File: src/rtl/proc_pkg.sv
// Shared definitions for the 4-bit processor: opcodes, sequencer states,
// flag bit positions and instruction field layout.
`timescale 1ns/1ps
package proc_pkg;

    localparam logic [3:0] OP_NOP = 4'h0;
    localparam logic [3:0] OP_ADD = 4'h1;
    localparam logic [3:0] OP_SUB = 4'h2;
    localparam logic [3:0] OP_AND = 4'h3;
    localparam logic [3:0] OP_OR  = 4'h4;
    localparam logic [3:0] OP_XOR = 4'h5;
    localparam logic [3:0] OP_CMP = 4'h6;
    localparam logic [3:0] OP_LDI = 4'h7;
    localparam logic [3:0] OP_JMP = 4'h8;
    localparam logic [3:0] OP_JEQ = 4'h9;
    localparam logic [3:0] OP_JLT = 4'hA;
    localparam logic [3:0] OP_HLT = 4'hF;

    localparam int FLAG_LT     = 4;
    localparam int FLAG_GT     = 3;
    localparam int FLAG_EQ     = 2;
    localparam int FLAG_CARRY  = 1;
    localparam int FLAG_BORROW = 0;
    localparam logic [4:0] FLAG_VALID_MASK = 5'((1 << FLAG_LT) | (1 << FLAG_GT) |
        (1 << FLAG_EQ) | (1 << FLAG_CARRY) | (1 << FLAG_BORROW));

    localparam int OPC_MSB = 7;
    localparam int OPC_LSB = 4;
    localparam int IMM_MSB = 3;
    localparam int IMM_LSB = 0;

    typedef enum logic [2:0] {
        S_IDLE, S_FETCH, S_DECODE, S_EXEC, S_WB, S_HALTED
    } seq_state_t;

    typedef enum logic [2:0] {
        CL_NOP, CL_ALU_ACC, CL_ALU_FLAG, CL_LDI, CL_JUMP, CL_HLT
    } op_class_t;

    // Reserved opcodes B-E fall into the default and run as NOP.
    function automatic op_class_t op_class(input logic [3:0] op);
        case (op)
            OP_NOP:                             return CL_NOP;
            OP_ADD, OP_SUB, OP_AND, OP_OR, OP_XOR: return CL_ALU_ACC;
            OP_CMP:                             return CL_ALU_FLAG;
            OP_LDI:                             return CL_LDI;
            OP_JMP, OP_JEQ, OP_JLT:             return CL_JUMP;
            OP_HLT:                             return CL_HLT;
            default:                            return CL_NOP;
        endcase
    endfunction

endpackage

File: src/rtl/seq_pc.sv
// Program counter register: clear to 0, load a jump target, or step by one
// with natural wrap at 2^PC_W.
`timescale 1ns/1ps
module seq_pc #(
    parameter int PC_W = 4
) (
    input  logic            clk,
    input  logic            reset,
    input  logic            clr,
    input  logic            inc,
    input  logic            load,
    input  logic [PC_W-1:0] load_val,
    output logic [PC_W-1:0] pc
);

    always_ff @(posedge clk or negedge reset) begin
        if (!reset)
            pc <= '0;
        else if (clr)
            pc <= '0;
        else if (load)
            pc <= load_val;
        else if (inc)
            pc <= pc + PC_W'(1);
    end

endmodule

File: src/rtl/alu_sequencer.sv
// Fetch/decode/execute controller: owns the instruction ROM port and the ALU
// operands, holds IR, accumulator and captured flags.
`timescale 1ns/1ps
module alu_sequencer
    import proc_pkg::*;
#(
    parameter int PC_W    = 4,
    parameter int ALU_LAT = 2
) (
    input  logic            clk,
    input  logic            reset,
    input  logic            start,
    output logic            imem_en,
    output logic [PC_W-1:0] imem_addr,
    input  logic [7:0]      imem_data,
    output logic [3:0]      alu_opcode,
    output logic [3:0]      alu_a,
    output logic [3:0]      alu_b,
    input  logic [3:0]      alu_result,
    input  logic [4:0]      alu_flag,
    output logic [3:0]      acc,
    output logic [4:0]      flags,
    output logic [PC_W-1:0] pc,
    output logic            busy,
    output logic            halted
);

    localparam int CNT_W = (ALU_LAT > 1) ? $clog2(ALU_LAT + 1) : 1;

    seq_state_t       state;
    logic [7:0]       ir;
    logic [CNT_W-1:0] lat_cnt;
    logic [3:0]       ir_op, ir_imm, dec_op, dec_imm;
    logic             pc_clr, pc_inc, wb_jump;

    assign ir_op   = ir[OPC_MSB:OPC_LSB];
    assign ir_imm  = ir[IMM_MSB:IMM_LSB];
    assign dec_op  = imem_data[OPC_MSB:OPC_LSB];
    assign dec_imm = imem_data[IMM_MSB:IMM_LSB];

    // Conditional jumps test the flags captured by the last ALU writeback.
    assign wb_jump = (state == S_WB) &&
                     ((ir_op == OP_JMP) ||
                      (ir_op == OP_JEQ && flags[FLAG_EQ]) ||
                      (ir_op == OP_JLT && flags[FLAG_LT]));
    assign pc_inc  = (state == S_WB) && !wb_jump;
    assign pc_clr  = start && (state == S_IDLE || state == S_HALTED);
    assign imem_addr = pc;

    seq_pc #(.PC_W(PC_W)) u_pc (
        .clk      (clk),
        .reset    (reset),
        .clr      (pc_clr),
        .inc      (pc_inc),
        .load     (wb_jump),
        .load_val (ir_imm[PC_W-1:0]),
        .pc       (pc)
    );

    always_ff @(posedge clk or negedge reset) begin
        if (!reset) begin
            state      <= S_IDLE;
            ir         <= '0;
            acc        <= '0;
            flags      <= '0;
            lat_cnt    <= '0;
            imem_en    <= 1'b0;
            busy       <= 1'b0;
            halted     <= 1'b0;
            alu_opcode <= '0;
            alu_a      <= '0;
            alu_b      <= '0;
        end else begin
            imem_en <= 1'b0;
            case (state)
                S_IDLE, S_HALTED: begin
                    if (start) begin
                        state   <= S_FETCH;
                        imem_en <= 1'b1;
                        busy    <= 1'b1;
                        halted  <= 1'b0;
                    end
                end
                S_FETCH: state <= S_DECODE;
                S_DECODE: begin
                    ir <= imem_data;
                    case (op_class(dec_op))
                        CL_ALU_ACC, CL_ALU_FLAG: begin
                            state      <= S_EXEC;
                            lat_cnt    <= CNT_W'(ALU_LAT - 1);
                            alu_opcode <= dec_op;
                            alu_a      <= acc;
                            alu_b      <= dec_imm;
                        end
                        CL_HLT: begin
                            state  <= S_HALTED;
                            busy   <= 1'b0;
                            halted <= 1'b1;
                        end
                        default: state <= S_WB;
                    endcase
                end
                // Operands stay stable for ALU_LAT cycles, then drop back to 0.
                S_EXEC: begin
                    if (lat_cnt == '0) begin
                        state      <= S_WB;
                        alu_opcode <= '0;
                        alu_a      <= '0;
                        alu_b      <= '0;
                    end else begin
                        lat_cnt <= lat_cnt - CNT_W'(1);
                    end
                end
                S_WB: begin
                    case (op_class(ir_op))
                        CL_ALU_ACC: begin
                            acc   <= alu_result;
                            flags <= alu_flag & FLAG_VALID_MASK;
                        end
                        CL_ALU_FLAG: flags <= alu_flag & FLAG_VALID_MASK;
                        CL_LDI:      acc   <= ir_imm;
                        default: ;
                    endcase
                    state   <= S_FETCH;
                    imem_en <= 1'b1;
                end
                default: state <= S_IDLE;
            endcase
        end
    end

endmodule

File: config.mk
export PLATFORM = sky130hd
export DESIGN_NAME = alu_sequencer
export DESIGN_NICKNAME = d
export VERILOG_FILES = /design/src/rtl/proc_pkg.sv /design/src/rtl/seq_pc.sv /design/src/rtl/alu_sequencer.sv
export SDC_FILE = /design/constraint.sdc
export NUM_CORES = 1
export LEC_CHECK = 0
export ABC_AREA = 1
export ABC_CLOCK_PERIOD_IN_PS = 3810
export CORE_MARGIN = 2
export CORE_UTILIZATION = 52
export CTS_CLUSTER_DIAMETER = 120
export DETAILED_ROUTE_END_ITERATION = 7
export PLACE_DENSITY = 0.93
export SYNTH_ARGS = -nofsm -noshare
export SYNTH_HDL_FRONTEND = slang
export SYNTH_HIERARCHICAL = 1
export SYNTH_SLANG_ARGS = --single-unit
File: constraint.sdc
create_clock -name clk -period 3.81 [get_ports clk]
set_input_delay 0.762 -clock clk [delete_from_list [all_inputs] [get_ports clk]]
set_output_delay 0.762 -clock clk [all_outputs]
set_load 0.005 [all_outputs]
Word-level counts from Yosys, hierarchy flattened
Memories as Yosys holds them, arrays and structs flattened.
Cells that the tools add are included.
- output and inout bits: 32
- bits in registers: 41
- memories: 2
- memory bits (read-only): 96
- bits of input ports: 20
- logic and storage cells: 87
- add/subtract/negate cells: 2
- muxes and demuxes: 28
- reduce and logical (&&, ||, !) cells: 24
- equality and inequality tests: 19
- memory list (name ; words ; bits a word ; rd ports ; clocked after memory_dff ; wr ports ; line ; text):
    (name not given) ; 16 ; 3 ; 1 ; 0 ; 0 ; proc_pkg.sv:42 ; case (op)
    (name not given) ; 16 ; 3 ; 1 ; 0 ; 0 ; proc_pkg.sv:42 ;
- operator list (operator ; count):
    $pmux W4 S2 ; 4
    $mux W4 ; 7
    $eq A3 B2 Y1 const B ; 5
    $pmux W3 S5 ; 1
    $eq A4 B4 Y1 const B ; 3
    $mux W3 ; 4
    $ne A2 B2 Y1 const B ; 5
    $eq A3 B1 Y1 const B ; 3
    $eq A3 B3 Y1 const B ; 3
    $reduce_and A3 Y1 ; 3
    $pmux W1 S2 ; 3
    $pmux W3 S2 ; 1
    $reduce_and A2 Y1 ; 3
    $reduce_bool A2 Y1 ; 3
    $reduce_or A2 Y1 ; 3
    $logic_and A1 B1 Y1 ; 5
    $mux W1 ; 5
    $add A4 B1 Y4 const B ; 1
    $mux W2 ; 2
    $pmux W2 S2 ; 1
    $logic_not A3 Y1 ; 1
    $logic_or A1 B1 Y1 ; 3
    $reduce_bool A3 Y1 ; 1
    $logic_not A2 Y1 ; 1
    other kinds (2) ; 2

Depth between registers and ports, before layout
Gate-level depths: netlist (run 1).
- word-level depth: 10
- gate-level depth with buffers: 12
- gate-level depth less buffers: 10

By module
Netlist (run 1), hierarchy kept.
- by module, submodules not included (module ; seq. area each (um^2) ; instances ; area an instance (um^2) ; cells an instance):
    alu_sequencer ; 925.9 ; 1 ; 1806.7 ; 221
    seq_pc ; 100.1 ; 1 ; 249.0 ; 32

Least setup slack after synthesis (run 1)
No wires, ideal clock.
- path type: input to register
- start point: in imem_data[6]
- end point: reg alu_a[0]
- required time: 3693 ps
- data arrival time: 1557 ps
- stages on the path: 11
- setup time: 117 ps
- path buffers: 2
- setup slack: 2136 ps
- cells stage by stage: buf_4 -> nand2_1 -> nand2_1 -> nand2_1 -> inv_2 -> nand2_2 -> nand2_4 -> nand3_4 -> buf_4 -> nand3_1 -> nand2_1
- word-level cells in the longest chain between the ends: 6
- elaborated cells on any way between the ends: 7
- classes of those cells: eq/ne: 3; mux: 1; reduce/logical: 2; memory: 1
- RTL lines (element ; line ; text):
    start, declared ; alu_sequencer.sv:15 ; input logic [7:0] imem_data,
    $mem_v2 Z16 W3 (*) ; n/a ;
    $mux W3 (*) ; alu_sequencer.sv:75 ; case (state)
    $eq A3 B1 Y1 / $eq A3 B2 Y1 (equally long branches) ; alu_sequencer.sv:87 ; case (op_class(dec_op))
    $reduce_or A2 Y1 (*) ; alu_sequencer.sv:87 ;
    $ne A2 B2 Y1 (no line) (*) ; n/a ;
    $reduce_and A3 Y1 (no line) (*) ; n/a ;
    end signal, assigned ; alu_sequencer.sv:71 ; alu_a <= '0;
    end signal, assigned ; alu_sequencer.sv:92 ; alu_a <= acc;
    end signal, assigned ; alu_sequencer.sv:108 ; alu_a <= '0;
    end, declared ; alu_sequencer.sv:17 ; output logic [3:0] alu_a,
Every way passes the cells marked *; elsewhere a longest branch is shown, timed or not. The select of a mux whose other input is x is not followed.
A chain may end at the register's enable or synchronous reset.

Final worst setup path (run 1)
- start point: reg u_pc.pc[0]
- end point: out imem_addr[0]
- RTL lines (element ; line ; text):
    start, declared ; seq_pc.sv:13 ; output logic [PC_W-1:0] pc
    start signal, assigned ; seq_pc.sv:22 ; pc <= load_val;
    start signal, assigned ; seq_pc.sv:24 ; pc <= pc + PC_W'(1);
    end, declared ; alu_sequencer.sv:14 ; output logic [PC_W-1:0] imem_addr,
No word-level cell between the ends.

==> results.yml, run 1 <==
outcome:
  outcome: "finished clean"
finish:
  postLayoutCoreUtil: 0.712
  layout_common_cells: "90 x nand2_1, 50 x clkdlybuf4s50_1, 41 x dfrtp_1"
  layout_commonest_cell: "nand2_1"
  syn_to_final_growth_pct: 29.6
  fin_nets: 323
  antenna_cells: 0
  layout-drive-gt1-share: 0.0894
  fill_cells: 305
  layout.cells.non_filler: 350
timing:
  finalSetupViolCount: 0
  fin_skew_ns: 0.00492
  slew_headroom: 0.406
  tightestPinTransition_ns: 0.891
  finalHoldViolCount: 0
  finalCritPeriodShare: 0.548
  drv_slew: 0
  fin_tns_setup_ns: 0
  fmax_mhz: 479
  fin_crit_ns: 2.09
  rsz0062_at_grt: "no"
  worst_slack_ns: 1.72
power:
  intPower_mw: 1.27
  p_sw_frac: 0.366
  power.density_mw_per_mm2: 752
  pwr-share-comb: 0.431
  seqPwrFrac: 0.388
  ir_drop_v: 0.000471
  p_total_mw: 2.00
  clockPowerShare: 0.182
  p_leak_nw: 1.30
  p_switching_uw: 734
synth:
  yosysUniqueCellTypes: 33
  synth_top_family_by_area: "simple AND/OR/NAND/NOR gates"
  ys_seq_elements: 41
  netlist_area_mm2: 0.00206
  synth-xor-area-share: 0.00852
  synth-simple-area-share: 0.315
  yosys.area_share.adder: 0.0122
  synth_top_area_share: 0.499
  synth_largest_area_cell: "dfrtp_1"
  ys.warnings.count: 6
  syn_avg_cell_area_um2: 8.13
  yosysSeqAreaShare: 0.499
  synth-compound-area-share: 0.0834
  syn_inst: 253
  synth-main-ff-cell: "dfrtp_1"
  synth_edf_count: 0
  synth_mux_area_frac: 0
  async_flop_share: 1.00
  syn-num-nets: 275
  synthTopCellsByArea: "dfrtp_1 50%, nand2_1 16%, nand3_1 5.8%"
global_route:
  grt_pass1_vias: 1655
  grt_pass1_wl_um: 7290
  antenna_found_initial: 0
  grt_max_degree: 42
  grt_overflow: 0
  track_usage: 0.220
clock_tree:
  ctsHoldBuffers: 0
  clk_pin_slew_worst_paths_ns: 0.08
  post-cts-setup-buffers: 0
  cts-resized-gates: 0
  clockRootBuffer: "clkbuf_8"
  cts_made_buffers: 5
  cts_tree: "built"
  htreeDepth: 2
  cts_buffer_depth: 2
  clk_latency_ns: 0.30
  clock_sinks: 41
floorplan:
  dieHeight_um: 66.9
  die_area_mm2: 0.00447
  io_pins: 52
  core.rowCount: 22
  core-area_mm2: 0.00374
  start_util: 0.549
  die_w_um: 66.9
worst_setup_path:
  r2r-start: "ir[4]$_DFFE_PN0P_"
  critPathTopFamily: "buffers and inverters"
  worstReg2RegEnd: "u_pc/pc[2]$_DFFE_PN0P_"
  arrival_ns: 1.33
  critical_path_class: "reg2out"
  critPathLaunchType: "flip-flop"
  crit_buf_inv: 1
  ff2ff_setup_slack_ns: 2.09
  cp_max_fo: 7
  slowest_delay_ns: 0.56
  endpoint_kind: "output port"
  crit_slowest_cell: "clkdlybuf4s50_1"
  crit_required_ns: 3.05
  path_cells: "clkdlybuf4s50_1"
  r2r_cells: 9
place:
  portBuffers: 51
  dpl_worst_slack_ns: 1.43
  dp.cells: 342
  dp_hpwl_um: 3280
  gp_congestion: 0.824
routing:
  first_pass_iters: 5
  drt.antenna.violating_nets: 0
  drt-total-wl_um: 4520
  drtIter0Drc: 153
  routedWlPerCell_um: 12.9
  vias: 1852
  drc: 0
  viasPerCell: 5.29
worst_hold_path:
  worstHoldPathType: "reg2reg"
  min_from: "busy$_DFFE_PN0P_"
  min_to: "busy$_DFFE_PN0P_"
  whs_path_depth: 2
flow_run:
  maxCapViolCount: 0
-- state kept, by name, indices dropped and copies added, names as in the netlist --
signal      flops
acc             4
alu_a           4
alu_b           4
alu_opcode      4
busy            1
flags           5
halted          1
imem_en         1
ir              8
lat_cnt         2
state           3
u_pc/pc         4
-- synthesized netlist by cell type (2+ instances only) --
cell and number:
nand2_1 90, dfrtp_1 41, nand3_1 24, inv_1 19, nor2_1 14, o21ai_0 10
buf_4 7, o21ai_1 7, inv_2 6, a31oi_1 4, nand2_2 4, a21oi_1 2
buf_2 2, ha_1 2, nand4_1 2, nor2_4 2
-- routing by layer --
metal,routed length [µm],vias to the layer above,GRT usage
met2,2130,75,0.351
li1,-,902,-
met4,131,0,0.110
met1,1960,860,0.275
met3,306,15,0.0608
met5,0,-,0
-- layout make-up --
cell class / count / area, µm² / area share
multi-input combinational: 177 / 862 / 0.324
tap: 48 / 60.1 / 0.0225
inverter: 25 / 93.8 / 0.0352
sequential: 41 / 1030 / 0.385
timing repair buffer: 51 / 505 / 0.190
clock inverter: 1 / 30.0 / 0.0113
clock buffer: 7 / 86.3 / 0.0324
-- worst max path at each step --
stage,start,endpoint,slack (ns),cells past startpoint
6_report,u_pc/pc[0]$_DFFE_PN0P_,imem_addr[0],1.72,1
2_1_floorplan,imem_data[6],alu_a[0]$_DFFE_PN0P_,2.14,11
4_1_cts,u_pc/pc[0]$_DFFE_PN0P_,imem_addr[0],1.71,1
3_3_place_gp,imem_data[5],alu_opcode[2]$_DFFE_PN0P_,1.50,11
5_1_grt,imem_data[6],alu_a[0]$_DFFE_PN0P_,1.53,11
3_5_place_dp,imem_data[6],alu_a[2]$_DFFE_PN0P_,1.43,11
-- power groups by stage --
stage	Sequential (mW)	Combinational [mW]	Clock [mW]
detailed placement	0.780	0.858	0
finish	0.777	0.862	0.364
floorplan	0.764	0.479	0
global placement	0.774	0.824	0
global route	0.804	0.958	0.395
CTS	0.776	0.866	0.368
-- through the flow --
stage	area [µm²]	hold WS (ns)
final	2660	0.486
after global routing	2660	0.533
after CTS	2660	0.496
after detailed placement	2550	0.478
after global placement	2550	0.458
after floorplan	2060	0.464
-- logic make-up after synthesis --
kind of cell               Yosys count
xor gates and xnor gates             2
DFF                                 41
and+or+nand+nor                    145
buffers and inverters               35
adders and majority gates            2
AOI/OAI and AO/OA                   28
-- worst min-delay path: stages, from the launching register on --
cell	delay, ns
dfrtp_1	0.35
nand2_1	0.06
nand2_1	0.05
(Power assumes the default switching activity.)
==> run 2: changes to the inputs <==
--- a/config.mk
+++ b/config.mk
@@ -6,12 +6,12 @@
 export NUM_CORES = 1
 export LEC_CHECK = 0
 export ABC_AREA = 1
-export ABC_CLOCK_PERIOD_IN_PS = 3810
+export ABC_CLOCK_PERIOD_IN_PS = 1800
 export CORE_MARGIN = 2
-export CORE_UTILIZATION = 52
+export CORE_UTILIZATION = 44
 export CTS_CLUSTER_DIAMETER = 120
 export DETAILED_ROUTE_END_ITERATION = 7
-export PLACE_DENSITY = 0.93
+export PLACE_DENSITY = 0.85
 export SYNTH_ARGS = -nofsm -noshare
 export SYNTH_HDL_FRONTEND = slang
 export SYNTH_HIERARCHICAL = 1
==> constraint.sdc (replaced) <==
create_clock -name clk -period 1.8 [get_ports clk]
set_input_delay 0.36 -clock clk [delete_from_list [all_inputs] [get_ports clk]]
set_output_delay 0.36 -clock clk [all_outputs]
set_load 0.005 [all_outputs]
==> run 2 against run 1 <==
Flip-flop and latch count did not move. Clock skew fell by 0.0013 ns. Via count fell by 2.5%. Combinational power rose by 120%. Setup slack got worse by 1.6 ns. Largest power group unchanged. Core utilization fell by 8.0 points. Design area rose by 4.7%. Clock power rose by 110%. Non-clock buffer count rose by 14. Hold slack got worse by 0.47 ns. Sequential power rose by 110%. Critical endpoint is now u_pc/pc[2]$_DFFE_PN0P_.
==> results.yml, run 2 (synthesis gave the netlist of run 1 again) <==
outcome:
  outcome: "finished clean"
worst_setup_path:
  r2r-start: "ir[4]$_DFFE_PN0P_"
  critPathLaunchType: "flip-flop"
  crit_slowest_cell: "dfrtp_1"
  path_cells: "inv_1, nor2_1, nor4_1, and2_2, inv_2, nor2_2, nor2_1, o21ai_1, nand2_1"
  ff2ff_setup_slack_ns: 0.08
  worstReg2RegEnd: "u_pc/pc[2]$_DFFE_PN0P_"
  endpoint_kind: "flip-flop"
  cp_max_fo: 6
  cpMostUsedCell: "nor2_1"
  critPathTopFamily: "simple AND/OR/NAND/NOR gates"
  crit_buf_inv: 2
  critical_path_class: "reg2reg"
  arrival_ns: 1.90
  crit_required_ns: 1.98
  r2r_cells: 9
  slowest_delay_ns: 0.38
finish:
  syn_to_final_growth_pct: 35.6
  layout-drive-gt1-share: 0.133
  layout_common_cells: "90 x nand2_1, 50 x clkdlybuf4s50_1, 41 x dfrtp_1"
  fin_nets: 337
  layout_commonest_cell: "nand2_1"
  top_regs: "ir (8), flags (5)"
  antenna_cells: 0
  largest_reg_flops: 8
  fill_cells: 374
  max_flop_register: "ir"
place:
  dp_hpwl_um: 3420
  gp_congestion: 0.823
  portBuffers: 51
global_route:
  grt_pass1_wl_um: 8040
  grt_overflow: 0
  grt_pass1_vias: 1741
  track_usage: 0.194
  grt_max_degree: 23
  antenna_found_initial: 0
floorplan:
  dieHeight_um: 72.4
  die_area_mm2: 0.00523
  die_w_um: 72.4
  io_pins: 52
  core.rowCount: 24
  core-area_mm2: 0.00441
  start_util: 0.466
clock_tree:
  clockRootBuffer: "clkbuf_8"
  cts_buffer_depth: 2
  cts_made_buffers: 5
  htreeDepth: 2
  clock_sinks: 41
  clk_latency_ns: 0.29
  cts_tree: "built"
  post-cts-setup-buffers: 0
  clk_pin_slew_worst_paths_ns: 0.08
power:
  p_total_mw: 4.27
  p_leak_nw: 1.37
  power.density_mw_per_mm2: 1530
  ir_drop_v: 0.000741
timing:
  slew_headroom: 0.673
  drv_slew: 0
  finalCritPeriodShare: 0.955
  fin_crit_ns: 1.72
  fin_tns_setup_ns: 0
  fmax_mhz: 582
  tightestPinTransition_ns: 0.491
  finalHoldViolCount: 0
  finalSetupViolCount: 0
  fin_skew_ns: 0.00359
routing:
  drt.antenna.violating_nets: 0
  routedWlPerCell_um: 12.5
  drc: 0
  first_pass_iters: 4
  drt-total-wl_um: 4590
  vias: 1806
  viasPerCell: 4.91
  drtIter0Drc: 119
flow_run:
  maxCapViolCount: 0
worst_hold_path:
  worstHoldPathType: "in2async"
## run 2: changes by cell type in the layout (fill, tap and decap cells not counted)
cell,before,now
buf_4,0,13
and2_2,0,1
and2_1,1,0
buf_12,0,1
## run 2: metal layers
metal,track usage,routed length [µm],up-vias
met3,0.0431,245,7
li1,-,-,933
met4,0.0566,55,0
met2,0.320,2180,46
met5,0,0,-
met1,0.257,2110,820
## run 2: what timing repair did
item,in CTS,in global routing
gates resized for setup,0,1
endpoints found under the setup margin,0,2
hold buffers,0,0
## run 2: per-stage QoR
stage / util / std cells / hold WS, ns / instance area [µm²] / setup slack, ns
global placement: 0.605 / 360 / 0.341 / 2670 / -0.0160
floorplan: - / 253 / 0.0644 / 2060 / 0.308
CTS: 0.631 / 368 / 0.0327 / 2790 / 0.0446
finish: 0.632 / 368 / 0.0186 / 2790 / 0.0816
global route: 0.632 / 368 / 0.0506 / 2790 / -0.0298
detailed placement: 0.605 / 360 / 0.348 / 2670 / -0.0904
## run 2: area by class of cell
| type | instances | area, µm² | share of cell area |
|---|---|---|---|
| clock buffer | 7 | 86.3 | 0.0310 |
| clock inverter | 1 | 30.0 | 0.0108 |
| inverter | 25 | 93.8 | 0.0337 |
| multi-input combinational | 177 | 863 | 0.310 |
| sequential | 41 | 1030 | 0.368 |
| tap | 52 | 65.1 | 0.0233 |
| timing repair buffer | 65 | 623 | 0.224 |
## run 2: worst max-delay path by stage
| stage | start | end | slack [ns] | depth (start not counted) |
|---|---|---|---|---|
| after CTS | ir[4]$_DFFE_PN0P_ | u_pc/pc[2]$_DFFE_PN0P_ | 0.04 | 9 |
| after floorplan | ir[4]$_DFFE_PN0P_ | u_pc/pc[2]$_DFFE_PN0P_ | 0.31 | 9 |
| after detailed placement | imem_data[5] | alu_b[3]$_DFFE_PN0P_ | -0.09 | 11 |
| after global placement | imem_data[6] | alu_a[3]$_DFFE_PN0P_ | -0.02 | 11 |
| after global routing | ir[4]$_DFFE_PN0P_ | u_pc/pc[3]$_DFFE_PN0P_ | -0.03 | 9 |
| final | ir[4]$_DFFE_PN0P_ | u_pc/pc[2]$_DFFE_PN0P_ | 0.08 | 9 |
## run 2: report_power, final
group / internal (mW) / switching [mW]
Combinational: 0.950 / 0.913
Sequential: 1.32 / 0.308
Clock: 0.452 / 0.319
Total: 2.73 / 1.54
==> run 3: changes to the inputs <==
--- a/config.mk
+++ b/config.mk
@@ -5,13 +5,13 @@
 export SDC_FILE = /design/constraint.sdc
 export NUM_CORES = 1
 export LEC_CHECK = 0
-export ABC_AREA = 1
+export ABC_AREA = 0
 export ABC_CLOCK_PERIOD_IN_PS = 1800
 export CORE_MARGIN = 2
 export CORE_UTILIZATION = 44
 export CTS_CLUSTER_DIAMETER = 120
 export DETAILED_ROUTE_END_ITERATION = 7
-export PLACE_DENSITY = 0.85
+export PLACE_DENSITY = 0.84
 export SYNTH_ARGS = -nofsm -noshare
 export SYNTH_HDL_FRONTEND = slang
 export SYNTH_HIERARCHICAL = 1
==> run 3 against run 2 <==
Final cell count decreased by 7.6%. Critical path depth decreased by 3. Wire length increased by 8.5%. Non-clock buffer count increased by 8. First-iteration DRC count decreased by 50%. Flip-flop and latch count unchanged. Combinational power increased by 24%. Die area increased by 2.5%. Hold slack improved by 0.060 ns. Setup slack improved by 0.0015 ns. Critical path type unchanged. Highest routed layer unchanged.
==> results.yml, run 3 <==
routing:
  first_pass_iters: 4
  drc: 0
  vias: 1887
  drt-total-wl_um: 4980
  drt.antenna.violating_nets: 0
  drtIter0Drc: 60
  routedWlPerCell_um: 14.6
  viasPerCell: 5.55
timing:
  fmax_mhz: 582
  worst_slack_ns: 0.0832
  finalHoldViolCount: 0
  finalSetupViolCount: 0
  hold_ws_ns: 0.0784
  slew_headroom: 0.590
  rsz0062_at_grt: "no"
  fin_skew_ns: 0.00292
  fin_tns_setup_ns: 0
  drv_slew: 0
  finalCritPeriodShare: 0.954
  tightestPinTransition_ns: 0.615
  fin_crit_ns: 1.72
power:
  clockPowerShare: 0.127
  p_sw_frac: 0.369
  pwr-share-comb: 0.502
  p_switching_mw: 1.70
  p_leak_nw: 1.28
  seqPwrFrac: 0.371
  power.density_mw_per_mm2: 1620
  ir_drop_v: 0.000904
  intPower_mw: 2.90
  p_total_mw: 4.60
worst_setup_path:
  worstReg2RegEnd: "u_pc/pc[1]$_DFFE_PN0P_"
  path_cells: "nor2b_1, nand2_1, a31oi_2, mux2_1, mux2i_1, nor2_1"
  ff2ff_setup_slack_ns: 0.08
  crit_required_ns: 1.99
  endpoint_kind: "flip-flop"
  critical_path_class: "reg2reg"
  critPathLaunchType: "flip-flop"
  cp_max_fo: 6
  crit_slowest_cell: "dfrtp_1"
  arrival_ns: 1.90
  slowest_delay_ns: 0.43
  r2r_cells: 6
  r2r-start: "state[2]$_DFFE_PN0P_"
synth:
  synthTopCellsByArea: "dfrtp_1 49%, nand3_1 5.0%, o21ai_0 5.0%"
  synth_edf_count: 0
  synth_largest_area_cell: "dfrtp_1"
  syn_inst: 223
  async_flop_share: 1.00
  yosysSeqAreaShare: 0.486
  ys.warnings.count: 6
  syn_avg_cell_area_um2: 9.47
  syn-num-nets: 245
  netlist_area_mm2: 0.00211
  synth_most_common_cell: "dfrtp_1"
  yosysUniqueCellTypes: 43
  ys_seq_elements: 41
  ys_top_cells_by_count: "41 x dfrtp_1, 21 x nand3_1, 21 x o21ai_0"
  synth-main-ff-cell: "dfrtp_1"
  synth_top_area_share: 0.486
clock_tree:
  ctsHoldBuffers: 0
  clk_pin_slew_worst_paths_ns: 0.08
  htreeDepth: 2
  cts_tree: "built"
  cts_made_buffers: 5
  post-cts-setup-buffers: 0
  cts_buffer_depth: 2
  clockRootBuffer: "clkbuf_8"
  clk_latency_ns: 0.29
  clock_sinks: 41
  cts-resized-gates: 0
floorplan:
  io_pins: 52
  core-area_mm2: 0.00466
  core.rowCount: 25
  start_util: 0.453
  dieHeight_um: 73.3
  die_area_mm2: 0.00537
  die_w_um: 73.3
global_route:
  grt_pass1_wl_um: 8310
  grt_max_degree: 28
  antenna_found_initial: 0
  grt_overflow: 0
  grt_pass1_vias: 1813
  track_usage: 0.197
place:
  dp.cells: 332
  dp_hpwl_um: 3690
  dpl-instance-area_mm2: 0.00276
  gp_congestion: 0.796
  dpl_worst_slack_ns: -0.0241
  portBuffers: 51
outcome:
  outcome: "finished clean"
finish:
  syn_to_final_growth_pct: 34.9
  fin_nets: 307
  antenna_cells: 0
  layout.cells.non_filler: 340
  fin_area_mm2: 0.00285
  top_regs: "ir (8), flags (5)"
  max_flop_register: "ir"
  postLayoutCoreUtil: 0.611
  fill_cells: 386
  layout-drive-gt1-share: 0.143
  final-seq-area_mm2: 0.00103
  layout_commonest_cell: "clkdlybuf4s50_1"
  layout_common_cells: "50 x clkdlybuf4s50_1, 41 x dfrtp_1, 21 x o21ai_0, 21 x nand3_1, 21 x buf_4"
  multi_input_area_um2: 935
  largest_reg_flops: 8
flow_run:
  maxCapViolCount: 0
worst_hold_path:
  worstHoldPathType: "in2async"
-- run 3: worst max-delay path by stage --
stage                    startpoint                      to  slack (ns)  depth (start not counted)
6_report       state[2]$_DFFE_PN0P_  u_pc/pc[1]$_DFFE_PN0P_        0.08                          6
2_1_floorplan  state[2]$_DFFE_PN0P_  u_pc/pc[1]$_DFFE_PN0P_        0.11                          7
4_1_cts        state[2]$_DFFE_PN0P_  u_pc/pc[1]$_DFFE_PN0P_        0.02                          6
3_5_place_dp           imem_data[4]    alu_a[3]$_DFFE_PN0P_       -0.02                          6
5_1_grt        state[2]$_DFFE_PN0P_  u_pc/pc[1]$_DFFE_PN0P_        0.01                          6
3_3_place_gp           imem_data[4]  lat_cnt[0]$_DFFE_PN0P_       0.002                          5
-- run 3: worst max-delay path: cells and delay by family (launching register included) --
family / cells / cell delay [ns]
muxes: 2 / 0.50
DFF: 1 / 0.43
and+or+nand+nor: 3 / 0.39
AOI/OAI and AO/OA: 1 / 0.29
-- run 3: final cells by class --
cell class                 instances  area share
timing repair buffer              73       0.240
clock inverter                     2     0.00352
multi-input combinational        150       0.328
tap                               54      0.0237
inverter                          14      0.0185
sequential                        41       0.360
clock buffer                       6      0.0255
-- run 3: metal layers --
| metal | vias to the layer above | share of wire | GRT usage | routed length (µm) |
|---|---|---|---|---|
| met5 | - | 0 | 0 | 0 |
| met2 | 53 | 0.47 | 0.316 | 2330 |
| met4 | 0 | 0.0024 | 0.0453 | 12 |
| met1 | 923 | 0.47 | 0.269 | 2320 |
| li1 | 909 | - | - | - |
| met3 | 2 | 0.062 | 0.0521 | 307 |
-- run 3: power groups by stage --
stage,logic (mW),registers (mW),clock network (mW)
after floorplan,1.29,1.64,0
after global placement,2.22,1.70,0
after detailed placement,2.30,1.71,0
after CTS,2.31,1.70,0.596
after global routing,2.56,1.77,0.634
final,2.31,1.70,0.586
-- run 3: cell families (layout without fill, tap and decap cells) --
group	count (synthesis)	in the layout	synth area share
buf+inv	32	95	0.0741
compound gates	60	60	0.167
mux	12	12	0.0605
xor+xnor	4	4	0.0166
simple gates	72	72	0.184
flops	41	41	0.486
fa+ha+maj	2	2	0.0119
